**src/rtl/ysyx_22040931_wb_arbiter_pkg.sv**
```systemverilog
// Shared definitions for the writeback arbiter: datapath width, load size codes
// and grant-source encodings.
package ysyx_22040931_wb_arbiter_pkg;

  localparam int XLEN = 64;

  typedef enum logic [1:0] {
    LD_B = 2'b00,
    LD_H = 2'b01,
    LD_W = 2'b10,
    LD_D = 2'b11
  } ld_size_e;

  typedef enum logic {
    GRANT_MEM = 1'b0,
    GRANT_LU  = 1'b1
  } grant_e;

  localparam logic [63:0] ZERO64 = 64'h0;

endpackage

```
**src/rtl/ysyx_22040931_wb_fifo.sv**
```systemverilog
// Generic synchronous FIFO: circular buffer with wrapping read/write pointers and
// an occupancy count. The head entry is presented combinationally on rdata.
module ysyx_22040931_wb_fifo #(
  parameter int WIDTH = 69,
  parameter int DEPTH = 2
) (
  input  logic             clock,
  input  logic             reset,
  input  logic             push,
  input  logic             pop,
  input  logic [WIDTH-1:0] wdata,
  output logic [WIDTH-1:0] rdata,
  output logic             full,
  output logic             empty
);

  localparam int PW = (DEPTH > 1) ? $clog2(DEPTH) : 1;
  localparam int CW = $clog2(DEPTH + 1);

  logic [WIDTH-1:0] mem [DEPTH];
  logic [PW-1:0]    rd_ptr;
  logic [PW-1:0]    wr_ptr;
  logic [CW-1:0]    count;

  assign full  = (count == CW'(DEPTH));
  assign empty = (count == '0);
  assign rdata = mem[rd_ptr];

  // NOTE: storage carries no reset; an entry is only ever read after the count
  // says it was written, so clearing the array would buy nothing.
  always_ff @(posedge clock) begin
    if (push) mem[wr_ptr] <= wdata;
  end

  always_ff @(posedge clock or posedge reset) begin
    if (reset) begin
      rd_ptr <= '0;
      wr_ptr <= '0;
      count  <= '0;
    end else begin
      if (push) wr_ptr <= wr_ptr + 1'b1;
      if (pop)  rd_ptr <= rd_ptr + 1'b1;
      case ({push, pop})
        2'b10:   count <= count + 1'b1;
        2'b01:   count <= count - 1'b1;
        default: count <= count;
      endcase
    end
  end

endmodule

```
**src/rtl/ysyx_22040931_wb_arbiter.sv**
```systemverilog
// Writeback arbiter: merges in-order MEM results with buffered long-latency results
// into one registered register-file write per cycle, aligning/extending load data.
module ysyx_22040931_wb_arbiter #(
  parameter int XLEN     = 64,
  parameter int LU_DEPTH = 2
) (
  input  logic            clock,
  input  logic            reset,
  input  logic            mem_valid,
  output logic            mem_ready,
  input  logic            mem_wen,
  input  logic [4:0]      mem_rd,
  input  logic            mem_is_load,
  input  logic [1:0]      mem_ld_size,
  input  logic            mem_ld_unsigned,
  input  logic [2:0]      mem_addr_lo,
  input  logic [XLEN-1:0] mem_result,
  input  logic            lu_valid,
  output logic            lu_ready,
  input  logic [4:0]      lu_rd,
  input  logic [XLEN-1:0] lu_data,
  output logic            w_ena,
  output logic [4:0]      w_addr,
  output logic [XLEN-1:0] w_data,
  output logic            wb_retire,
  output logic            wb_misalign
);

  import ysyx_22040931_wb_arbiter_pkg::*;

  function automatic logic [XLEN-1:0] load_extract(input logic [XLEN-1:0] word,
                                                   input logic [1:0]      size,
                                                   input logic            uns,
                                                   input logic [2:0]      lo);
    logic [XLEN-1:0] s;
    s = word >> {lo, 3'b000};
    case (size)
      LD_B:    return uns ? {{(XLEN-8){1'b0}}, s[7:0]}   : {{(XLEN-8){s[7]}}, s[7:0]};
      LD_H:    return uns ? {{(XLEN-16){1'b0}}, s[15:0]} : {{(XLEN-16){s[15]}}, s[15:0]};
      LD_W:    return uns ? {{(XLEN-32){1'b0}}, s[31:0]} : {{(XLEN-32){s[31]}}, s[31:0]};
      default: return s;
    endcase
  endfunction

  function automatic logic is_misaligned(input logic [1:0] size, input logic [2:0] lo);
    case (size)
      LD_H:    return lo[0];
      LD_W:    return lo[1:0] != 2'b00;
      LD_D:    return lo != 3'b000;
      default: return 1'b0;
    endcase
  endfunction

  grant_e          last_grant;
  logic            fifo_full;
  logic            fifo_empty;
  logic            lu_push;
  logic [4+XLEN:0] fifo_head;
  logic [4:0]      head_rd;
  logic [XLEN-1:0] head_data;
  logic            lu_pri;
  logic            grant_mem;
  logic            grant_lu;

  logic            mem_mis;
  logic [XLEN-1:0] mem_wdata;
  logic            nxt_ena;
  logic [4:0]      nxt_addr;
  logic [XLEN-1:0] nxt_data;

  assign lu_ready = !fifo_full;
  assign lu_push  = lu_valid && lu_ready;

  ysyx_22040931_wb_fifo #(
    .WIDTH (5 + XLEN),
    .DEPTH (LU_DEPTH)
  ) u_lu_fifo (
    .clock (clock),
    .reset (reset),
    .push  (lu_push),
    .pop   (grant_lu),
    .wdata ({lu_rd, lu_data}),
    .rdata (fifo_head),
    .full  (fifo_full),
    .empty (fifo_empty)
  );

  assign {head_rd, head_data} = fifo_head;

  // Alternate under contention; a full FIFO always takes the port.
  assign lu_pri    = !fifo_empty && (fifo_full || last_grant == GRANT_MEM);
  assign mem_ready = !lu_pri;
  assign grant_mem = mem_valid && mem_ready;
  assign grant_lu  = !fifo_empty && !grant_mem;

  // NOTE: every variable written here gets a default first, so no path can infer a latch.
  always_comb begin
    mem_mis   = mem_is_load && is_misaligned(mem_ld_size, mem_addr_lo);
    mem_wdata = mem_result;
    if (mem_is_load)
      mem_wdata = mem_mis ? XLEN'(ZERO64)
                          : load_extract(mem_result, mem_ld_size, mem_ld_unsigned, mem_addr_lo);

    nxt_ena  = 1'b0;
    nxt_addr = w_addr;
    nxt_data = w_data;
    if (grant_mem) begin
      nxt_ena  = mem_wen && (mem_rd != 5'd0) && !mem_mis;
      nxt_addr = mem_rd;
      nxt_data = mem_wdata;
    end else if (grant_lu) begin
      nxt_ena  = (head_rd != 5'd0);
      nxt_addr = head_rd;
      nxt_data = head_data;
    end
  end

  // NOTE: state registers use non-blocking assignments so every flop samples pre-edge values.
  always_ff @(posedge clock or posedge reset) begin
    if (reset) begin
      last_grant  <= GRANT_LU;
      w_ena       <= 1'b0;
      w_addr      <= '0;
      w_data      <= '0;
      wb_retire   <= 1'b0;
      wb_misalign <= 1'b0;
    end else begin
      w_ena       <= nxt_ena;
      wb_retire   <= grant_mem || grant_lu;
      wb_misalign <= grant_mem && mem_mis;
      // Address/data hold unless a real write is issued.
      if (nxt_ena) begin
        w_addr <= nxt_addr;
        w_data <= nxt_data;
      end
      if (grant_mem)     last_grant <= GRANT_MEM;
      else if (grant_lu) last_grant <= GRANT_LU;
    end
  end

endmodule

```
**config.mk**
```make
export PLATFORM = sky130hd
export DESIGN_NAME = ysyx_22040931_wb_arbiter
export DESIGN_NICKNAME = d
export VERILOG_FILES = /design/src/rtl/ysyx_22040931_wb_arbiter_pkg.sv /design/src/rtl/ysyx_22040931_wb_fifo.sv /design/src/rtl/ysyx_22040931_wb_arbiter.sv
export SDC_FILE = /design/constraint.sdc
export NUM_CORES = 1
export LEC_CHECK = 0
export ABC_AREA = 1
export BUFFER_PORTS_ARGS = -buffer_cell sky130_fd_sc_hd__buf_2
export CAP_MARGIN = 5
export CORE_MARGIN = 4
export CORE_UTILIZATION = 55
export CTS_CLUSTER_SIZE = 25
export DETAILED_ROUTE_END_ITERATION = 16
export PLACE_DENSITY = 0.8
export SYNTH_ARGS = -nofsm -noshare
export SYNTH_HDL_FRONTEND = slang
export SYNTH_SLANG_ARGS = --single-unit
```
**constraint.sdc**
```tcl
create_clock -name clock -period 10.5 [get_ports clock]
set_input_delay 1.05 -clock clock [delete_from_list [all_inputs] [get_ports clock]]
set_output_delay 1.05 -clock clock [all_outputs]
set_load 0.05 [all_outputs]
```
==> results of run 1 <==
## final timing paths
path | depth (start not counted) | slack, ns | endpoint | startpoint
setup reg to reg | 11 | 6.60 | w_data[61] | u_lu_fifo.count[0]
max in group asynchronous | 3 | 8.93 | u_lu_fifo.rd_ptr | reset
hold / removal | 2 | 0.47 | w_data[15] | w_data[15]
setup / recovery | 12 | 6.43 | w_data[61] | mem_addr_lo[2]
hold reg to reg | 2 | 0.47 | w_data[15] | w_data[15]
min in group asynchronous | 3 | 0.86 | w_data[48] | reset
## worst max-delay path: cells and delay by family
| family | cells | cell delay [ns] |
|---|---|---|
| buf+inv | 3 | 2.02 |
| simple gates | 7 | 0.84 |
| compound gates | 2 | 0.42 |
## area by class of cell
type	instances	share of cell area [%]
clock buffer	31	4.86
sequential	215	45.7
timing repair buffer	233	8.97
antenna	7	0.132
inverter	40	1.18
tap	270	2.54
clock inverter	11	0.650
multi-input combinational	1084	36.0
## flip-flops by register name, summed over array words and instances (netlist names)
signal,flops
last_grant,1
u_lu_fifo.count,2
u_lu_fifo.mem,138
u_lu_fifo.rd_ptr,1
u_lu_fifo.wr_ptr,1
w_addr,5
w_data,64
w_ena,1
wb_misalign,1
wb_retire,1
## metrics by stage
| step | area, um^2 | instances | util, % | worst slack (ns) |
|---|---|---|---|---|
| finish | 13300 | 1891 | 65.0 | 6.43 |
| detailed placement | 12500 | 1842 | 61.4 | 6.01 |
| floorplan | 11500 | 1437 | - | 5.94 |
| global placement | 12500 | 1842 | 61.4 | 6.19 |
| CTS | 13300 | 1884 | 64.9 | 6.52 |
| global route | 13300 | 1891 | 65.0 | 6.06 |
## cell usage in the layout, fill, tap and decap left out, drive strengths merged
| cell | Yosys | routed |
|---|---|---|
| o211ai | 29 | 29 |
| inv | 40 | 41 |
| nand4 | 2 | 2 |
| nand3b | 1 | 1 |
| o21ai | 88 | 88 |
| a22oi | 5 | 5 |
| and2 | 2 | 2 |
| nor3 | 1 | 1 |
| o31ai | 2 | 2 |
| xor2 | 1 | 1 |
| nand3 | 130 | 130 |
| bufinv | 0 | 1 |
| or2 | 11 | 11 |
| nor2 | 96 | 96 |
| diode | 0 | 7 |
| buf | 58 | 233 |
| ha | 1 | 1 |
| dfstp | 1 | 1 |
| clkbuf | 40 | 31 |
| a21oi | 79 | 79 |
| mux2i | 1 | 1 |
| nand2 | 632 | 632 |
| o21a | 1 | 1 |
| xnor2 | 2 | 2 |
| dfrtp | 76 | 76 |
| clkinv | 0 | 9 |
| edfxtp | 138 | 138 |
## metal layers
| metal | global-route usage (%) | vias up | part of all wire, % |
|---|---|---|---|
| li1 | - | 5071 | - |
| met1 | 37.3 | 4901 | 40 |
| met2 | 46.1 | 523 | 48 |
| met3 | 4.63 | 78 | 8.6 |
| met4 | 9.12 | 6 | 3.2 |
| met5 | 0 | - | 0.083 |
## kinds of logic (layout without fill, tap and decap cells)
kind of cell	Yosys count	after routing	share of synthesized area, %
other cells	0	7	0
mux	1	1	0.0870
flops	215	215	52.8
xor+xnor	3	3	0.228
buf+inv	138	315	5.94
compound gates	204	204	9.85
simple gates	875	875	31.0
fa+ha+maj	1	1	0.109
## power by group through the flow
stage	registers, mW	logic [mW]	clock network [mW]
2_1_floorplan	1.81	1.00	0
3_3_place_gp	1.35	1.84	0
3_5_place_dp	1.35	1.90	0
4_1_cts	1.34	1.90	0.788
5_1_grt	1.36	2.08	0.829
6_report	1.34	1.90	0.779
==> tab_implementation.tex, run 1 <==
\begin{tabular}{lr}
\hline
Metric & Value \\
\hline
\multicolumn{2}{l}{\textbf{CTS}} \\
Root Driver & clkbuf\_16 \\
Maximum level of the CTS H-tree & 1 \\
Post-cts repair resize count & 0 \\
Register clock-pin slew on the reported worst setup and hold paths & 0.06 ns \\
Number of buffers added by the clock tree synthesis step & 23 \\
CTS tree & yes \\
Total of hold buffers inserted after clock tree synthesis & 0 \\
Worst skew pair latency & 0.52 ns \\
Number of buffers between clock root and the deepest sink & 3 \\
CTS Sinks & 215 \\
Setup bufs post-CTS & 0 \\
\multicolumn{2}{l}{\textbf{STA}} \\
Min Hold Slack & 0.473 ns \\
Total negative slack for setup checks & 0 ns \\
Slew Limit Headroom & 24.3\% \\
Final Hold Violating Endpoints & 0 \\
Max Clock Skew & 0.0202 ns \\
Final max-slew violation count & 0 \\
Part of the cycle the worst path needs & 38.8\% \\
Upper clock frequency limit & 246 MHz \\
Transition time of the tightest slew-check pin & 1.14 ns \\
Fin crit period & 4.07 ns \\
Setup violators final & 0 \\
RSZ-0062 raised after global routing & no \\
\multicolumn{2}{l}{\textbf{Worst setup path}} \\
Crit Path Category & input port to register \\
Type of element launching the critical path & input port \\
Critical-path maximum fanout & 113 \\
Cell mode on critical path & nand2\_1 \\
CP max-delay cell & inv\_4 \\
Endpoint class of the critical path & register \\
Arrival time of the worst setup path & 4.46 ns \\
Cell-by-cell trace of the critical path & buf\_2 > inv\_2 > o21ai\_1 > nand2\_1 > o21ai\_1 > nand2\_1 > nand4\_2 > nand2\_4 > inv\_4 > nor2\_1 > nand2\_1 > nand2\_1 \\
Largest stage delay on the critical path & 0.84 ns \\
Required time of the critical path & 10.89 ns \\
\multicolumn{2}{l}{\textbf{Yosys}} \\
Post-synth top cells & nand2\_1, edfxtp\_1, nand3\_1, nor2\_1, a21oi\_1 \\
Post-synth top area share & 36.0\% \\
Count of flip-flops with a built-in enable after synthesis & 138 \\
Yosys top cell by area & edfxtp\_1 \\
Primary FF master, synth & edfxtp\_1 \\
Synth warn & 0 \\
Async set-reset flop share out of synthesis & 35.8\% \\
Synth Net Count & 1588 \\
Synthesis-stage register bit count & 215 \\
Most frequent cell after synthesis & nand2\_1 \\
Synth Instances & 1437 \\
Mean instance size in the synthesized netlist & 8.01 um\^{}2 \\
Mapped Area & 11500 um\^{}2 \\
Top post-synthesis cells by area & edfxtp\_1, nand2\_1, dfrtp\_1 \\
Count of distinct cell types in the synthesized netlist & 39 \\
Sequential-to-total area share from yosys stat & 52.8\% \\
\multicolumn{2}{l}{\textbf{Final layout}} \\
Register Area & 6070 um\^{}2 \\
Proportion of layout cells with a drive suffix above 1 & 19.2\% \\
Area delta synth->final & 15.5\% \\
Number of fill cells in the layout & 1742 \\
Number of nets in the final layout & 1748 \\
Area of the multi-input gates & 4780 um\^{}2 \\
\multicolumn{2}{l}{\textbf{Detailed routing}} \\
Detailed-route via count & 10600 \\
Number of nets with antenna violations after detailed routing & 0 \\
DR pass1 iterations & 6 \\
First DRT Iteration DRCs & 1006 \\
Detail-routed net length per standard cell & 17.8 um \\
Total detailed-routing wirelength & 33.6 mm \\
\# DRC & 0 \\
Post-detailed-route via-to-cell ratio & 5.59 \\
\multicolumn{2}{l}{\textbf{Pwr}} \\
Leakage power & 6.17 nW \\
Net switching power & 1.88 mW \\
Total power & 4.02 mW \\
Worst ir drop on vdd & 0.000233 V \\
Switching part of the total power & 46.8\% \\
Share of power burned in the clock network & 19.4\% \\
Gate power share & 47.3\% \\
Internal cell power & 2.14 mW \\
Seq pwr share & 33.4\% \\
Ratio of total power to cell area & 302 nW/um\^{}2 \\
\multicolumn{2}{l}{\textbf{Global routing}} \\
All-Layer GR Usage & 27.7\% \\
Initial antenna violation count & 10 \\
Via count of the first global-routing pass & 10200 \\
Overflow after GRT & 0 \\
Wire length of the first global-routing pass & 52.7 mm \\
Largest net degree at the start of global routing & 114 \\
\multicolumn{2}{l}{\textbf{Floorplanning}} \\
Die Height & 153 um \\
Area of the core & 20400 um\^{}2 \\
Ports & 224 \\
Die area & 23300 um\^{}2 \\
X dimension of the die & 153 um \\
Effective utilization at floorplan & 56.3\% \\
\# rows & 52 \\
\multicolumn{2}{l}{\textbf{Job}} \\
\# Max-Cap Violations & 0 \\
\multicolumn{2}{l}{\textbf{Status}} \\
Run status & finished, final reports clean \\
\multicolumn{2}{l}{\textbf{Place}} \\
Routability-driven placement congestion ratio & 0.931 \\
Count of buffers inserted at the top-level ports & 223 \\
Final HPWL from detailed placement & 22.8 mm \\
\multicolumn{2}{l}{\textbf{Worst hold path}} \\
Kind of path behind the tightest hold check & register to register \\
\hline
\end{tabular}
No activity file was read; power rests on OpenSTA's default activity.
==> run 2, diff against run 1 <==
Settings changed: CORE_UTILIZATION 55 to 51, PLACE_DENSITY 0.8 to 0.78.
Clock period 10.5 ns to 3.55 ns, I/O delays scaled along.
==> tab_implementation.tex, run 2 (same netlist as run 1, synthesis figures left out) <==
\begin{tabular}{lr}
\hline
Metric & Value \\
\hline
\multicolumn{2}{l}{\textbf{Status}} \\
Run status & finished, final reports clean \\
\multicolumn{2}{l}{\textbf{Floorplanning}} \\
Die Height & 158 um \\
Die area & 25000 um\^{}2 \\
Ports & 224 \\
X dimension of the die & 158 um \\
Area of the core & 22000 um\^{}2 \\
Effective utilization at floorplan & 52.2\% \\
\# rows & 54 \\
\multicolumn{2}{l}{\textbf{Final layout}} \\
Number of fill cells in the layout & 1982 \\
Biggest registers after layout & u\_lu\_fifo.mem x138, w\_data x64, w\_addr x5 \\
Max FFs per register & 138 \\
Top library cells by usage in the layout, fill and taps aside & nand2\_1, buf\_2, edfxtp\_1 \\
Area of the multi-input gates & 4780 um\^{}2 \\
Area delta synth->final & 16.6\% \\
Largest reg by FF count & u\_lu\_fifo.mem \\
Register Area & 6070 um\^{}2 \\
Most common library cell in the layout ignoring fill and taps & nand2\_1 \\
Number of nets in the final layout & 1762 \\
Post-layout util & 60.9\% \\
Post-Layout Cell Count & 1917 \\
Proportion of layout cells with a drive suffix above 1 & 19.9\% \\
\multicolumn{2}{l}{\textbf{Place}} \\
Final HPWL from detailed placement & 25.1 mm \\
Count of buffers inserted at the top-level ports & 223 \\
Total instance count after detailed placement & 1865 \\
Pre-CTS setup slack & 0.773 ns \\
Routability-driven placement congestion ratio & 0.936 \\
\multicolumn{2}{l}{\textbf{Worst hold path}} \\
Kind of path behind the tightest hold check & input port to register \\
\multicolumn{2}{l}{\textbf{CTS}} \\
Register clock-pin slew on the reported worst setup and hold paths & 0.06 ns \\
Total of hold buffers inserted after clock tree synthesis & 1 \\
Root Driver & clkbuf\_16 \\
Post-cts repair resize count & 0 \\
Number of buffers between clock root and the deepest sink & 3 \\
Maximum level of the CTS H-tree & 1 \\
Number of buffers added by the clock tree synthesis step & 23 \\
CTS tree & yes \\
Setup bufs post-CTS & 0 \\
CTS Sinks & 215 \\
Worst skew pair latency & 0.51 ns \\
\multicolumn{2}{l}{\textbf{Pwr}} \\
Ratio of total power to cell area & 892 nW/um\^{}2 \\
Total power & 12.0 mW \\
Worst ir drop on vdd & 0.000671 V \\
Leakage power & 6.24 nW \\
\multicolumn{2}{l}{\textbf{Detailed routing}} \\
Total detailed-routing wirelength & 34.9 mm \\
Detailed-route via count & 10600 \\
Post-detailed-route via-to-cell ratio & 5.56 \\
\# DRC & 0 \\
First DRT Iteration DRCs & 914 \\
DR pass1 iterations & 8 \\
Detail-routed net length per standard cell & 18.2 um \\
Number of nets with antenna violations after detailed routing & 0 \\
\multicolumn{2}{l}{\textbf{Worst setup path}} \\
Type of element launching the critical path & register \\
Endpoint class of the critical path & register \\
Crit Path Category & register to register \\
Arrival time of the worst setup path & 3.06 ns \\
Critical-path maximum fanout & 54 \\
Required time of the critical path & 3.95 ns \\
\multicolumn{2}{l}{\textbf{Job}} \\
\# Max-Cap Violations & 0 \\
\multicolumn{2}{l}{\textbf{STA}} \\
Total negative slack for setup checks & 0 ns \\
Part of the cycle the worst path needs & 75.1\% \\
Max Clock Skew & 0.0126 ns \\
Final max-slew violation count & 0 \\
Final Hold Violating Endpoints & 0 \\
RSZ-0062 raised after global routing & no \\
Upper clock frequency limit & 375 MHz \\
Transition time of the tightest slew-check pin & 1.08 ns \\
Slew Limit Headroom & 28.1\% \\
Least setup slack across all paths after layout & 0.885 ns \\
Fin crit period & 2.67 ns \\
Setup violators final & 0 \\
\multicolumn{2}{l}{\textbf{Global routing}} \\
Wire length of the first global-routing pass & 53.5 mm \\
All-Layer GR Usage & 27.2\% \\
Overflow after GRT & 0 \\
Largest net degree at the start of global routing & 101 \\
Via count of the first global-routing pass & 10200 \\
Initial antenna violation count & 12 \\
\hline
\end{tabular}
-- run 2: changes by cell type in the layout (fill, tap and decap cells not counted) --
cell / before / now
clkinvlp_4: 0 / 1
clkbuf_8: 4 / 1
dlygate4sd3_1: 0 / 1
buf_4: 10 / 22
diode_2: 7 / 10
inv_6: 2 / 1
buf_12: 0 / 1
clkinv_1: 4 / 3
bufinv_16: 1 / 2
clkbuf_1: 4 / 3
clkinv_2: 4 / 7
-- run 2: worst max-delay path, stage by stage (launching register included) --
cell     delay (ns)
dfrtp_1        0.42
inv_2          0.06
nand2_2        0.08
o21a_2         0.17
nand2_4        0.06
inv_4          0.37
nor2_4         0.09
nand2_2        0.15
nand2_4        0.22
inv_4          0.39
buf_12         0.28
nor2_1         0.08
nand2_1        0.08
nand2_1        0.05
-- run 2: final cells by class --
class | instances | share of cell area (%)
sequential | 215 | 45.3
multi-input combinational | 1084 | 35.6
timing repair buffer | 247 | 9.77
clock buffer | 27 | 4.48
tap | 280 | 2.61
inverter | 40 | 1.17
clock inverter | 14 | 0.942
antenna | 10 | 0.186
-- run 2: path summary, 6_finish.rpt --
path	start	endpoint	slack, ns	depth (start not counted)
min in group asynchronous	reset	w_data[54]	0.45	3
worst min register to register	w_data[25]	w_data[25]	0.47	2
worst min-delay path	lu_data[48]	u_lu_fifo.mem[0][48]	0.03	1
max in group asynchronous	reset	last_grant	2.28	4
worst max-delay path	u_lu_fifo.count[0]	w_data[59]	0.88	13
worst max register to register	u_lu_fifo.count[0]	w_data[59]	0.88	13
-- run 2: power by group --
group          leakage [nW]  internal, mW  switching [mW]
Clock                 0.359          1.36           0.970
Sequential             2.21          3.58           0.356
Combinational          3.67          1.44            4.27
-- run 2: through the flow --
| stage | hold slack (ns) | area, um^2 |
|---|---|---|
| after floorplan | 0.429 | 11500 |
| after global placement | 0.438 | 12700 |
| after detailed placement | 0.448 | 12700 |
| after CTS | 0.0183 | 13400 |
| after global routing | 0.0190 | 13400 |
| final | 0.0320 | 13400 |
-- run 2: routing by layer --
| metal | global-route usage [%] | up-vias | wire (um) |
|---|---|---|---|
| met5 | 0 | - | 67 |
| met2 | 44.8 | 477 | 16600 |
| li1 | - | 5109 | - |
| met1 | 36.4 | 4974 | 14300 |
| met3 | 6.51 | 79 | 3140 |
| met4 | 7.64 | 10 | 891 |
==> run 3, diff against run 2 <==
Settings changed: CORE_UTILIZATION 51 to 55, PLACE_DENSITY 0.78 to 0.8.
Clock period 3.55 ns to 2.6 ns, I/O delays scaled along.
==> tab_implementation.tex, run 3 (same netlist as run 1, synthesis figures left out) <==
\begin{tabular}{lr}
\hline
Metric & Value \\
\hline
\multicolumn{2}{l}{\textbf{Status}} \\
Run status & finished, final reports clean \\
\multicolumn{2}{l}{\textbf{Worst setup path}} \\
Required time of the critical path & 3.04 ns \\
Crit Path Category & input port to register \\
Sum of buffers and inverters on the critical path & 3 \\
Arrival time of the worst setup path & 2.39 ns \\
Critical-path maximum fanout & 45 \\
Endpoint class of the critical path & register \\
Largest stage delay on the critical path & 0.42 ns \\
Type of element launching the critical path & input port \\
Cell-by-cell trace of the critical path & buf\_2 > buf\_4 > nand2\_1 > nand3\_1 > nand3\_1 > nand2\_1 > nand2\_4 > nand2\_2 > inv\_2 > nand2\_4 > nand3\_1 > nand2\_1 > nand2\_1 > nand2\_1 \\
Crit-path leading delay family & simple AND/OR/NAND/NOR gates \\
Cell mode on critical path & nand2\_1 \\
Reg2reg start & u\_lu\_fifo.count[0] \\
CP max-delay cell & buf\_4 \\
Slack of the worst reg-to-reg path & 0.66 ns \\
Reg-to-reg critical path endpoint & w\_data[61] \\
Depth of the most critical reg-to-reg path & 13 \\
\multicolumn{2}{l}{\textbf{CTS}} \\
CTS Sinks & 215 \\
Number of buffers added by the clock tree synthesis step & 23 \\
Setup bufs post-CTS & 0 \\
CTS tree & yes \\
Root Driver & clkbuf\_16 \\
Worst skew pair latency & 0.51 ns \\
Maximum level of the CTS H-tree & 1 \\
Register clock-pin slew on the reported worst setup and hold paths & 0.06 ns \\
Total of hold buffers inserted after clock tree synthesis & 71 \\
Post-cts repair resize count & 0 \\
Number of buffers between clock root and the deepest sink & 3 \\
\multicolumn{2}{l}{\textbf{Global routing}} \\
Overflow after GRT & 0 \\
Via count of the first global-routing pass & 11100 \\
All-Layer GR Usage & 31.1\% \\
Wire length of the first global-routing pass & 58.6 mm \\
Largest net degree at the start of global routing & 79 \\
Initial antenna violation count & 6 \\
\multicolumn{2}{l}{\textbf{Floorplanning}} \\
Area of the core & 20400 um\^{}2 \\
Die area & 23300 um\^{}2 \\
Die Height & 153 um \\
X dimension of the die & 153 um \\
Effective utilization at floorplan & 56.3\% \\
\# rows & 52 \\
Ports & 224 \\
\multicolumn{2}{l}{\textbf{Pwr}} \\
Ratio of total power to cell area & 1170 nW/um\^{}2 \\
Worst ir drop on vdd & 0.00123 V \\
Leakage power & 6.60 nW \\
\multicolumn{2}{l}{\textbf{Job}} \\
\# Max-Cap Violations & 0 \\
\multicolumn{2}{l}{\textbf{Final layout}} \\
Number of nets in the final layout & 1842 \\
Proportion of layout cells with a drive suffix above 1 & 19.2\% \\
Biggest registers after layout & u\_lu\_fifo.mem x138, w\_data x64, w\_addr x5 \\
Design area & 14200 um\^{}2 \\
Number of fill cells in the layout & 1644 \\
Most common library cell in the layout ignoring fill and taps & nand2\_1 \\
Area delta synth->final & 23.6\% \\
Largest reg by FF count & u\_lu\_fifo.mem \\
Max FFs per register & 138 \\
Top library cells by usage in the layout, fill and taps aside & nand2\_1, buf\_2, edfxtp\_1 \\
\multicolumn{2}{l}{\textbf{STA}} \\
Fin crit period & 1.95 ns \\
Slew Limit Headroom & 40.2\% \\
Transition time of the tightest slew-check pin & 0.896 ns \\
Part of the cycle the worst path needs & 75.0\% \\
Setup violators final & 0 \\
RSZ-0062 raised after global routing & no \\
Total negative slack for setup checks & 0 ns \\
Final Hold Violating Endpoints & 0 \\
Upper clock frequency limit & 513 MHz \\
Final max-slew violation count & 0 \\
Least setup slack across all paths after layout & 0.650 ns \\
Max Clock Skew & 0.0175 ns \\
\multicolumn{2}{l}{\textbf{Detailed routing}} \\
First DRT Iteration DRCs & 1307 \\
Detail-routed net length per standard cell & 18.7 um \\
Number of nets with antenna violations after detailed routing & 0 \\
\# DRC & 0 \\
Post-detailed-route via-to-cell ratio & 5.67 \\
Detailed-route via count & 11200 \\
Total detailed-routing wirelength & 37.1 mm \\
DR pass1 iterations & 8 \\
\multicolumn{2}{l}{\textbf{Place}} \\
Placed cell areas & 12800 um\^{}2 \\
Final HPWL from detailed placement & 24.9 mm \\
Routability-driven placement congestion ratio & 0.919 \\
Count of buffers inserted at the top-level ports & 223 \\
Pre-CTS setup slack & 0.186 ns \\
\multicolumn{2}{l}{\textbf{Worst hold path}} \\
Worst hold start & lu\_valid \\
Kind of path behind the tightest hold check & input port to register \\
Hold worst-path end & u\_lu\_fifo.wr\_ptr \\
Hold Path Cell Cnt & 3 \\
\hline
\end{tabular}
[run 3: layer usage]
metal / part of all wire [%] / GRT usage (%) / vias up
met5: 0.073 / 0 / -
met2: 48 / 50.4 / 595
met1: 38 / 41.0 / 5269
met3: 9.5 / 6.36 / 118
li1: - / - / 5254
met4: 4.4 / 12.9 / 4
[run 3: cell type report]
class / count / area, um^2 / area share [%]
multi-input combinational: 1084 / 4780 / 33.6
timing repair buffer: 327 / 2150 / 15.1
antenna: 5 / 12.5 / 0.0880
clock buffer: 31 / 626 / 4.40
inverter: 40 / 156 / 1.10
clock inverter: 10 / 92.6 / 0.651
tap: 270 / 338 / 2.37
sequential: 215 / 6070 / 42.7
[run 3: where the power goes]
part | internal [mW] | total, mW | switching, mW
clock | 1.87 | 3.17 | 1.30
sequential | 4.89 | 5.41 | 0.526
combinational | 2.16 | 8.12 | 5.96
total | 8.92 | 16.7 | 7.79
[run 3: worst reg2reg max path: cells and delay by family, from the launching register on]
family                 cells  cell delay [ns]
AOI/OAI and AO/OA          1             0.17
buffers and inverters      4             0.58
and+or+nand+nor            8             0.63
DFF                        1             0.44
[run 3: worst max path at each step]
stage,startpoint,to,depth (start not counted)
after floorplan,u_lu_fifo.count[0],u_lu_fifo.mem[1][0],4
after global placement,mem_ld_size[0],w_data[48],12
after detailed placement,mem_addr_lo[0],w_data[36],14
after CTS,u_lu_fifo.count[0],w_data[42],13
after global routing,mem_addr_lo[0],w_data[34],14
final,mem_addr_lo[0],w_data[36],14
[run 3: stage by stage]
stage,utilization (%),power [mW],hold slack [ns],instances
2_1_floorplan,-,11.3,0.334,1437
3_3_place_gp,62.6,13.2,0.274,1865
3_5_place_dp,62.6,13.4,0.272,1865
4_1_cts,69.6,16.7,0.0135,1977
5_1_grt,69.6,17.7,0.0413,1981
6_report,69.6,16.7,0.0186,1982
